$ cat src/rtl/or3_mon_pkg.sv
// Shared types and helpers for the OR3 activity monitor: FSM states,
// default widths and the saturating increment used by every counter.
package or3_mon_pkg;

  localparam int unsigned CNT_W_DEF = 16;
  localparam int unsigned WIN_W_DEF = 16;

  typedef enum logic [1:0] {
    ST_IDLE,
    ST_MEASURE,
    ST_DONE
  } mon_state_e;

  // Counters up to 32 bits wide share these helpers; callers cast to their width.
  function automatic logic [31:0] sat_inc(input logic [31:0] val, input logic inc,
                                          input int unsigned width);
    logic [31:0] max_v;
    max_v = 32'hFFFF_FFFF >> (32 - width);
    if (inc && (val < max_v)) return val + 32'd1;
    return val;
  endfunction

  function automatic logic sat_hit(input logic [31:0] val, input logic inc,
                                   input int unsigned width);
    logic [31:0] max_v;
    max_v = 32'hFFFF_FFFF >> (32 - width);
    return inc && (val >= max_v);
  endfunction

endpackage

$ cat src/rtl/or3_mon_sync.sv
// Multi-flop synchroniser for one asynchronous bit; SYNC_STAGES must be >= 2.
module or3_mon_sync #(
  parameter int unsigned SYNC_STAGES = 2
) (
  input  logic clk_i,
  input  logic rst_i,
  input  logic d_i,
  output logic q_o
);

  logic [SYNC_STAGES-1:0] sync_q;

  always_ff @(posedge clk_i) begin
    if (rst_i) sync_q <= '0;
    else       sync_q <= {sync_q[SYNC_STAGES-2:0], d_i};
  end

  assign q_o = sync_q[SYNC_STAGES-1];

endmodule

$ cat src/rtl/or3_activity_monitor.sv
// Counts synchronised rise/fall transitions of the OR3 gate output over a
// programmable window. Optional OR3_FUNC_CHECK_EN adds a functional mismatch counter.
module or3_activity_monitor
  import or3_mon_pkg::*;
#(
  parameter int unsigned SYNC_STAGES = 2,
  parameter int unsigned CNT_W       = CNT_W_DEF,
  parameter int unsigned WIN_W       = WIN_W_DEF
) (
  input  logic             CLK,
  input  logic             RST,
  input  logic             Q_IN,
  input  logic             START,
  input  logic [WIN_W-1:0] WIN_LEN,
  input  logic             ACK,
  output logic             BUSY,
  output logic             DONE,
  output logic [CNT_W-1:0] RISE_CNT,
  output logic [CNT_W-1:0] FALL_CNT,
`ifdef OR3_FUNC_CHECK_EN
  input  logic             IN1_OBS,
  input  logic             IN2_OBS,
  input  logic             IN3_OBS,
  output logic [CNT_W-1:0] MISMATCH_CNT,
`endif
  output logic             OVF
);

  localparam logic [WIN_W-1:0] WIN_ONE = WIN_W'(1);

  mon_state_e       state_q, state_d;
  logic [WIN_W-1:0] win_q, win_d;
  logic [CNT_W-1:0] rise_q, rise_d;
  logic [CNT_W-1:0] fall_q, fall_d;
  logic             ovf_q, ovf_d;
  logic             q_s, prev_q;
  logic             rise, fall;

  or3_mon_sync #(.SYNC_STAGES(SYNC_STAGES)) u_sync_q (
    .clk_i(CLK), .rst_i(RST), .d_i(Q_IN), .q_o(q_s)
  );

  // prev tracks q_s in every state, which also covers loading it on START.
  always_ff @(posedge CLK) begin
    if (RST) prev_q <= 1'b0;
    else     prev_q <= q_s;
  end

  assign rise = q_s & ~prev_q;
  assign fall = ~q_s & prev_q;

`ifdef OR3_FUNC_CHECK_EN
  logic             in1_s, in2_s, in3_s, mism;
  logic [CNT_W-1:0] mm_q, mm_d;

  or3_mon_sync #(.SYNC_STAGES(SYNC_STAGES)) u_sync_in1 (
    .clk_i(CLK), .rst_i(RST), .d_i(IN1_OBS), .q_o(in1_s)
  );
  or3_mon_sync #(.SYNC_STAGES(SYNC_STAGES)) u_sync_in2 (
    .clk_i(CLK), .rst_i(RST), .d_i(IN2_OBS), .q_o(in2_s)
  );
  or3_mon_sync #(.SYNC_STAGES(SYNC_STAGES)) u_sync_in3 (
    .clk_i(CLK), .rst_i(RST), .d_i(IN3_OBS), .q_o(in3_s)
  );

  assign mism = q_s != (in1_s | in2_s | in3_s);

  always_ff @(posedge CLK) begin
    if (RST) mm_q <= '0;
    else     mm_q <= mm_d;
  end

  always_comb begin
    mm_d = mm_q;
    if (state_q == ST_IDLE && START)
      mm_d = '0;
    else if (state_q == ST_MEASURE)
      mm_d = CNT_W'(sat_inc(32'(mm_q), mism, CNT_W));
  end

  assign MISMATCH_CNT = mm_q;
`endif

  always_ff @(posedge CLK) begin
    if (RST) begin
      state_q <= ST_IDLE;
      win_q   <= '0;
      rise_q  <= '0;
      fall_q  <= '0;
      ovf_q   <= 1'b0;
    end else begin
      state_q <= state_d;
      win_q   <= win_d;
      rise_q  <= rise_d;
      fall_q  <= fall_d;
      ovf_q   <= ovf_d;
    end
  end

  always_comb begin
    state_d = state_q;
    win_d   = win_q;
    rise_d  = rise_q;
    fall_d  = fall_q;
    ovf_d   = ovf_q;
    unique case (state_q)
      ST_IDLE: begin
        if (START) begin
          rise_d = '0;
          fall_d = '0;
          ovf_d  = 1'b0;
          if (WIN_LEN != '0) begin
            win_d   = WIN_LEN;
            state_d = ST_MEASURE;
          end else begin
            state_d = ST_DONE;
          end
        end
      end
      ST_MEASURE: begin
        rise_d = CNT_W'(sat_inc(32'(rise_q), rise, CNT_W));
        fall_d = CNT_W'(sat_inc(32'(fall_q), fall, CNT_W));
        ovf_d  = ovf_q | sat_hit(32'(rise_q), rise, CNT_W)
                       | sat_hit(32'(fall_q), fall, CNT_W)
`ifdef OR3_FUNC_CHECK_EN
                       | sat_hit(32'(mm_q), mism, CNT_W)
`endif
                       ;
        win_d = win_q - WIN_ONE;
        if (win_q == WIN_ONE) state_d = ST_DONE;
      end
      ST_DONE: begin
        if (ACK) state_d = ST_IDLE;
      end
      default: state_d = ST_IDLE;
    endcase
  end

  assign BUSY     = (state_q == ST_MEASURE);
  assign DONE     = (state_q == ST_DONE);
  assign RISE_CNT = rise_q;
  assign FALL_CNT = fall_q;
  assign OVF      = ovf_q;

endmodule

$ cat config.mk
export PLATFORM = sky130hd
export DESIGN_NAME = or3_activity_monitor
export DESIGN_NICKNAME = d
export VERILOG_FILES = /design/src/rtl/or3_mon_pkg.sv /design/src/rtl/or3_mon_sync.sv /design/src/rtl/or3_activity_monitor.sv
export SDC_FILE = /design/constraint.sdc
export NUM_CORES = 1
export LEC_CHECK = 0
export ABC_AREA = 1
export CAP_MARGIN = 20
export CORE_UTILIZATION = 45
export CTS_BUF_LIST = sky130_fd_sc_hd__clkbuf_16
export DETAILED_ROUTE_END_ITERATION = 12
export PLACE_DENSITY = 0.72
export RECOVER_POWER = 25
export SYNTH_ARGS = -nofsm -noshare
export SYNTH_HDL_FRONTEND = slang
export SYNTH_SLANG_ARGS = --single-unit
export TNS_END_PERCENT = 1
$ cat constraint.sdc
create_clock -name CLK -period 1.59 [get_ports CLK]
set_input_delay 0.159 -clock CLK [delete_from_list [all_inputs] [get_ports CLK]]
set_output_delay 0.159 -clock CLK [all_outputs]
set_load 0.1 [all_outputs]
==> results of run 1 <==
[synthesized netlist by cell type (2+ instances only)]
master and instances:
nand4_1 9, a21oi_2 2, nand4_2 2, inv_1 52, buf_2 7, nand3_1 39, or2_0 2, nor2_2 5
o21ai_1 5, buf_6 2, buf_4 2, nand2_1 179, xor2_1 3, nor2_1 137, inv_2 4, ha_1 4
a21oi_1 37, nand2_2 5, o21ai_0 21, clkbuf_1 4, nor2_4 3, dfxtp_1 54, nor3_1 6
[power by group through the flow]
stage | Sequential (W) | Combinational (W) | Clock [W]
after global routing | 0.00150 | 0.00131 | 0.00133
after floorplan | 0.00160 | 0.000652 | 0
after global placement | 0.00152 | 0.00110 | 0
after CTS | 0.00149 | 0.00114 | 0.00126
final | 0.00149 | 0.00119 | 0.00127
after detailed placement | 0.00152 | 0.00112 | 0
[flip-flops by register name (all words and copies together), names as in the netlist]
| name | count |
|---|---|
| state_q | 2 |
| prev_q | 1 |
| u_sync_q.sync_q | 2 |
| FALL_CNT | 16 |
| win_q | 16 |
| RISE_CNT | 16 |
| OVF | 1 |
[final cells by class]
class / count / area share [%]
Multi-Input combinational cell: 465 / 42.8
Timing Repair Buffer: 102 / 24.6
Sequential cell: 54 / 22.5
Inverter: 56 / 4.26
Clock buffer: 5 / 2.48
Tap cell: 99 / 2.45
Clock inverter: 3 / 0.793
[worst max-delay path by stage]
stage / start / endpoint / cells past startpoint
floorplan: FALL_CNT[0]$_SDFFE_PP0P_ / FALL_CNT[2]$_SDFFE_PP0P_ / 9
global placement: WIN_LEN[2] / win_q[4]$_SDFFE_PP0P_ / 9
detailed placement: WIN_LEN[12] / win_q[4]$_SDFFE_PP0P_ / 9
CTS: RISE_CNT[0]$_SDFFE_PP0P_ / RISE_CNT[14]$_SDFFE_PP0P_ / 8
global route: state_q[0]$_SDFFE_PP0P_ / win_q[14]$_SDFFE_PP0P_ / 9
finish: state_q[1]$_SDFFE_PP0P_ / BUSY / 5
[cells by family after synthesis]
logic type                 count (synthesis)
DFF                                       54
adders and majority gates                  4
and+or+nand+nor                          391
AOI/OAI and AO/OA                         67
xor gates and xnor gates                   3
buffers and inverters                     71
[cell usage in the layout, fill, tap and decap left out, types with 20 or more instances in the layout]
cell / n
a21oi_1: 37
buf_12: 34
buf_4: 44
clkdlybuf4s50_1: 20
dfxtp_1: 22
dfxtp_2: 26
inv_1: 51
nand2_1: 175
nand3_1: 39
nor2_1: 131
[metrics by stage]
step	utilization [%]	cells	total power [W]	worst slack, ns
after detailed placement	65.2	774	0.00264	-0.161
after global placement	65.2	774	0.00261	-0.0879
after floorplan	-	590	0.00225	-0.188
after CTS	68.0	782	0.00389	0.0253
final	68.8	784	0.00395	0.0433
after global routing	68.8	784	0.00414	-0.0277
[critical path, cell delays in order, from the launching register on]
cell and delay, ns:
dfxtp_1 0.33, inv_2 0.08, nand2_2 0.16, inv_6 0.15, buf_4 0.19, buf_12 0.18
[layer usage]
| layer | global-route usage, % | share of wire, % | up-vias |
|---|---|---|---|
| li1 | - | - | 2049 |
| met1 | 31.8 | 45 | 1796 |
| met2 | 44.5 | 48 | 119 |
| met3 | 2.77 | 5.2 | 17 |
| met4 | 7.36 | 1.3 | 0 |
| met5 | 0 | 0 | - |
[timing repair]
item / 4_1_cts / 5_1_grt
cloned: 0 / 0
buffers inserted: 0 / 2
pin swaps: 0 / 4
resized for setup: 10 / 19
endpoints found under the setup margin: 17 / 46
hold buffers: 0 / 0
endpoints found under the hold margin: 0 / 0
==> flow_summary.json, run 1 <==
{
  "yosys.area.top_type": "dfxtp_1",
  "syn_nets": 615,
  "seq_area_frac_synth_pct": 31.5,
  "p_sw_w": 0.00133,
  "wirelength_um": 9610,
  "min_to": "u_sync_q.sync_q[0]$_SDFF_PP0_",
  "rsz0062_at_grt": "true",
  "fillers": 587,
  "synth-xor-area-share_pct": 0.764,
  "grt_max_degree": 31,
  "drive_gt1_share_pct": 23.1,
  "core_um2": 7330,
  "reg2reg_to": "FALL_CNT[7]$_SDFFE_PP0P_",
  "synth_top_area_share_pct": 31.5,
  "slew_headroom_pct": 64.4,
  "antenna_found_initial": 0,
  "die_w_um": 89.4,
  "cp.required_ns": 1.43,
  "port_buffers": 55,
  "r2r_start": "FALL_CNT[0]$_SDFFE_PP0P_",
  "synth_ff_type": "dfxtp_1",
  "drc": 0,
  "p_leak_nw": 2.10,
  "regArea_um2": 1140,
  "synth_compound_gate_area_share_pct": 10.1,
  "final.period_utilization_pct": 97.3,
  "switching_share_pct": 33.7,
  "design_area_um2": 5050,
  "timing.final.hold_violations": 0,
  "worstPathMaxFanout": 13,
  "rr_worst_depth": 8,
  "clk_latency_ns": 0.30,
  "worstPathArrival_ns": 1.39,
  "hpwl_um": 7150,
  "grt_pass1_vias": 3651,
  "firstDrtPassIters": 5,
  "fin_crit_ns": 1.55,
  "cp-start-kind": "flip-flop",
  "synthAdderAreaFrac_pct": 1.46,
  "drv_slew": 0,
  "die_area_um2": 7990,
  "clockBufferDepth": 2,
  "endpoint_kind": "output port",
  "ir_drop_uv": 556,
  "min_path_type": "in2reg",
  "synthMuxAreaShare_pct": 0,
  "synth-simple-area-share_pct": 47.5,
  "diodes": 0,
  "max_freq_mhz": 647,
  "drt-vias-per-instance": 5.08,
  "synth_area_leaders": "dfxtp_1 (31%), nand2_1 (20%), nor2_1 (15%)",
  "clock_skew_ns": 0.00583,
  "ys_warn_count": 0,
  "die_h_um": 89.4,
  "grt-ovfl-total": 0,
  "rrSetupSlack_ns": 0.07,
  "syn_avg_cell_area_um2": 5.83,
  "cts_tree": "done",
  "ys_ff_latch": 54,
  "ioPinCount": 56,
  "wire_per_inst_um": 12.3,
  "grt.total_usage_pct": 25.0,
  "tns_ns": 0,
  "synth_top_family_by_area": "simple AND/OR/NAND/NOR gates",
  "p_clk_share_pct": 32.1,
  "syn_area_um2": 3440,
  "ys_types": 29,
  "cts_buffers": 5,
  "multi_input_area_um2": 2160,
  "holdWs_ns": 0.369,
  "antenna_left": 0,
  "async_flop_share_pct": 0,
  "internal-power_w": 0.00262,
  "grt_pass1_wl_um": 15800,
  "placed_area_um2": 4780,
  "cap_violations": 0,
  "path_clk_slew_ns": 0.07,
  "via_count": 3981,
  "worstMarginPinSlew_ns": 0.536,
  "layout.nets": 709,
  "synth-edff-count": 0,
  "clockRootBuffer": "clkbuf_16",
  "h-tree-depth": 2,
  "seq_power_share_pct": 37.8,
  "status": "completed",
  "globalplace.congestion": 0.939,
  "finalSetupViolCount": 0,
  "hold_depth": 3,
  "cts.sinks": 54,
  "initial_core_util_pct": 46.9,
  "pwr-share-comb_pct": 30.1,
  "hold_start": "Q_IN",
  "crit_type": "reg2out",
  "drt_iter0_markers": 316,
  "areaGrowthSynthToFinish_pct": 46.8,
  "core.rowCount": 31,
  "syn_inst": 590,
  "powerDensity_nw_per_um2": 782
}
Power figures use the tool's default switching activity.
==> run 2: changes to the inputs <==
--- a/config.mk
+++ b/config.mk
@@ -9,6 +9,7 @@
 export CAP_MARGIN = 20
 export CORE_UTILIZATION = 45
 export CTS_BUF_LIST = sky130_fd_sc_hd__clkbuf_16
+export CTS_CLUSTER_SIZE = 24
 export DETAILED_ROUTE_END_ITERATION = 12
 export PLACE_DENSITY = 0.72
 export RECOVER_POWER = 25
==> results of run 2 <==
Final layout, timing and power as in run 1 (identical DEF).
==> RTL edit (settings of run 2) <==
Add a define of `OR3_FUNC_CHECK_EN`.
--- a/src/rtl/or3_activity_monitor.sv
+++ b/src/rtl/or3_activity_monitor.sv
@@ -2,2 +2,4 @@
 // programmable window. Optional OR3_FUNC_CHECK_EN adds a functional mismatch counter.
+`define OR3_FUNC_CHECK_EN
+
 module or3_activity_monitor
Ports: changed (added IN1_OBS, IN2_OBS, IN3_OBS and MISMATCH_CNT); port bits go from 56 to 75. No check against the original RTL was run, so the function may have changed too.
==> RTL edit against run 2 <==
  * The flow now finishes with violations (negative setup slack)
  * First-iteration DRC count decreased by 38%
  * Clock power increased by 65%
  * Routed wire length increased by 24%
  * Final area increased by 30%
  * Area after synthesis increased by 29%
  * Clock skew about the same
  * Count of clock-buffer cells in the layout increased by 5
  * Largest power group is now the clock network
  * Worst setup slack got worse by 0.045 ns
  * Sequential cell count increased by 22
  * Cell count increased by 21%
  * Power increased by 36%
==> RTL edit: results (changes against run 2) <==
| Metric | Value |
|---|---|
| TritonCTS Buffers | 9 (was 5) |
| Total wire length after detailed routing | 11.94 mm (was 9.614 mm) |
| Post-Route Setup TNS | -0.001300 ns (was 0 ns) |
| Violated checks | negative setup slack |
| Detailed placer's ending HPWL | 8.698 mm (was 7.147 mm) |
| Number of placed instances with taps included | 931 (was 774) |
| Arrival time at the worst endpoint | 1.81 ns (was 1.39 ns) |
| Gate family responsible for the most delay along the worst path | simple AND/OR/NAND/NOR gates (was buffers and inverters) |
| Number of global-route vias before repair | 4556 (was 3651) |
| Weighted congestion reported at the end of routability-driven placement | 0.9189 (was 0.9393) |
| Slew at the pin closest to its max-slew limit | 0.5453 ns (was 0.5361 ns) |
| Net count reported at finish | 843 (was 709) |
| Routed wirelength normalized by instance count | 12.61 um (was 12.26 um) |
| Post-synthesis net count | 722 (was 615) |
| Fin Hold WS | 0.3391 ns (was 0.3692 ns) |
| Maximum fanout along the worst path | 28 (was 13) |
| Count of endpoints failing setup in the final report | 1 (was 0) |
| Filler instances | 789 (was 587) |
| Final setup skew | 0.005480 ns (was 0.005833 ns) |
| Sequential-to-total area share from yosys stat | 34.36% (was 31.45%) |
| Final WS setup | -0.001300 ns (was 0.04332 ns) |
| Result of the run | finished, violations left (was complete, no violations) |
| Iteration-0 DRC count of the detailed router | 196 (was 316) |
| Wire length of the first global-routing pass | 20.28 mm (was 15.80 mm) |
| CP max stage delay | 0.36 ns (was 0.33 ns) |
| Number of H-tree levels | 3 (was 2) |
==> RTL edit: changes by cell type after synthesis, sizes merged, moves of 5 or more <==
cell   change
xnor2      +6
xor2       +9
a21oi     +21
dfxtp     +22
nor3       +5
buf        +6
nand3     +20
inv        +9
nand2      +6
==> RTL edit: where the power goes <==
group | total, mW | leakage (nW) | switching [mW] | internal [mW]
Combinational | 1.23 | 1.85 | 0.773 | 0.460
Clock | 2.10 | 0.157 | 0.802 | 1.29
Sequential | 2.06 | 0.644 | 0.0699 | 1.99
Total | 5.39 | 2.65 | 1.64 | 3.74
==> RTL edit: tightest hold or removal path, delay by kind of cell <==
| family | cells | cell delay, ns |
|---|---|---|
| buffers and inverters | 2 | 0.44 |
| and+or+nand+nor | 1 | 0.03 |
==> RTL edit: cells by family (layout without fill, tap and decap cells) <==
family | Yosys count | in the layout | synth area share (%)
simple gates | 421 | 421 | 41.20
compound gates | 87 | 87 | 10.99
buf+inv | 86 | 211 | 8.477
flops | 76 | 76 | 34.36
xor+xnor | 18 | 18 | 3.560
fa+ha+maj | 5 | 5 | 1.413
==> RTL edit: cell type report <==
| class | instances | area (um2) | share of cell area, % |
|---|---|---|---|
| clock buffer | 10 | 250.2 | 3.808 |
| clock inverter | 5 | 52.55 | 0.7997 |
| inverter | 65 | 244.0 | 3.713 |
| multi-input combinational | 531 | 2640 | 40.18 |
| sequential | 76 | 1593 | 24.24 |
| tap | 129 | 161.4 | 2.456 |
| timing repair buffer | 131 | 1630 | 24.81 |
==> RTL edit: worst paths after layout <==
| path | endpoint | startpoint |
|---|---|---|
| setup reg to reg | FALL_CNT[9] | FALL_CNT[0] |
| setup / recovery | FALL_CNT[9] | FALL_CNT[0] |
| hold / removal | u_sync_in3.sync_q[0] | IN3_OBS |
| hold reg to reg | u_sync_in2.sync_q[1] | u_sync_in2.sync_q[0] |
==> RTL edit: repair_timing <==
item,4_1_cts,5_1_grt
resized for setup,7,23
setup endpoints to repair,24,58
pin swaps,1,2
setup buffers,1,0
==> RTL edit: through the flow <==
stage          setup slack [ns]  power, mW  utilization, %
2_1_floorplan           -0.2378      2.873               -
6_report              -0.001300      5.387           70.12
3_3_place_gp           -0.06611      3.239           66.74
4_1_cts               -0.006567      5.375           70.41
3_5_place_dp            -0.1691      3.263           66.74
5_1_grt                -0.09885      5.633           70.12
==> RTL edit: per-layer routing <==
metal / part of all wire, % / routed length, um / track usage (%) / vias to the layer above
li1: - / - / - / 2453
met1: 44 / 5214 / 30.54 / 2213
met2: 50 / 5978 / 43.33 / 140
met3: 4.8 / 569 / 3.796 / 20
met4: 1.5 / 175 / 8.807 / 0
met5: 0 / 0 / 0 / -
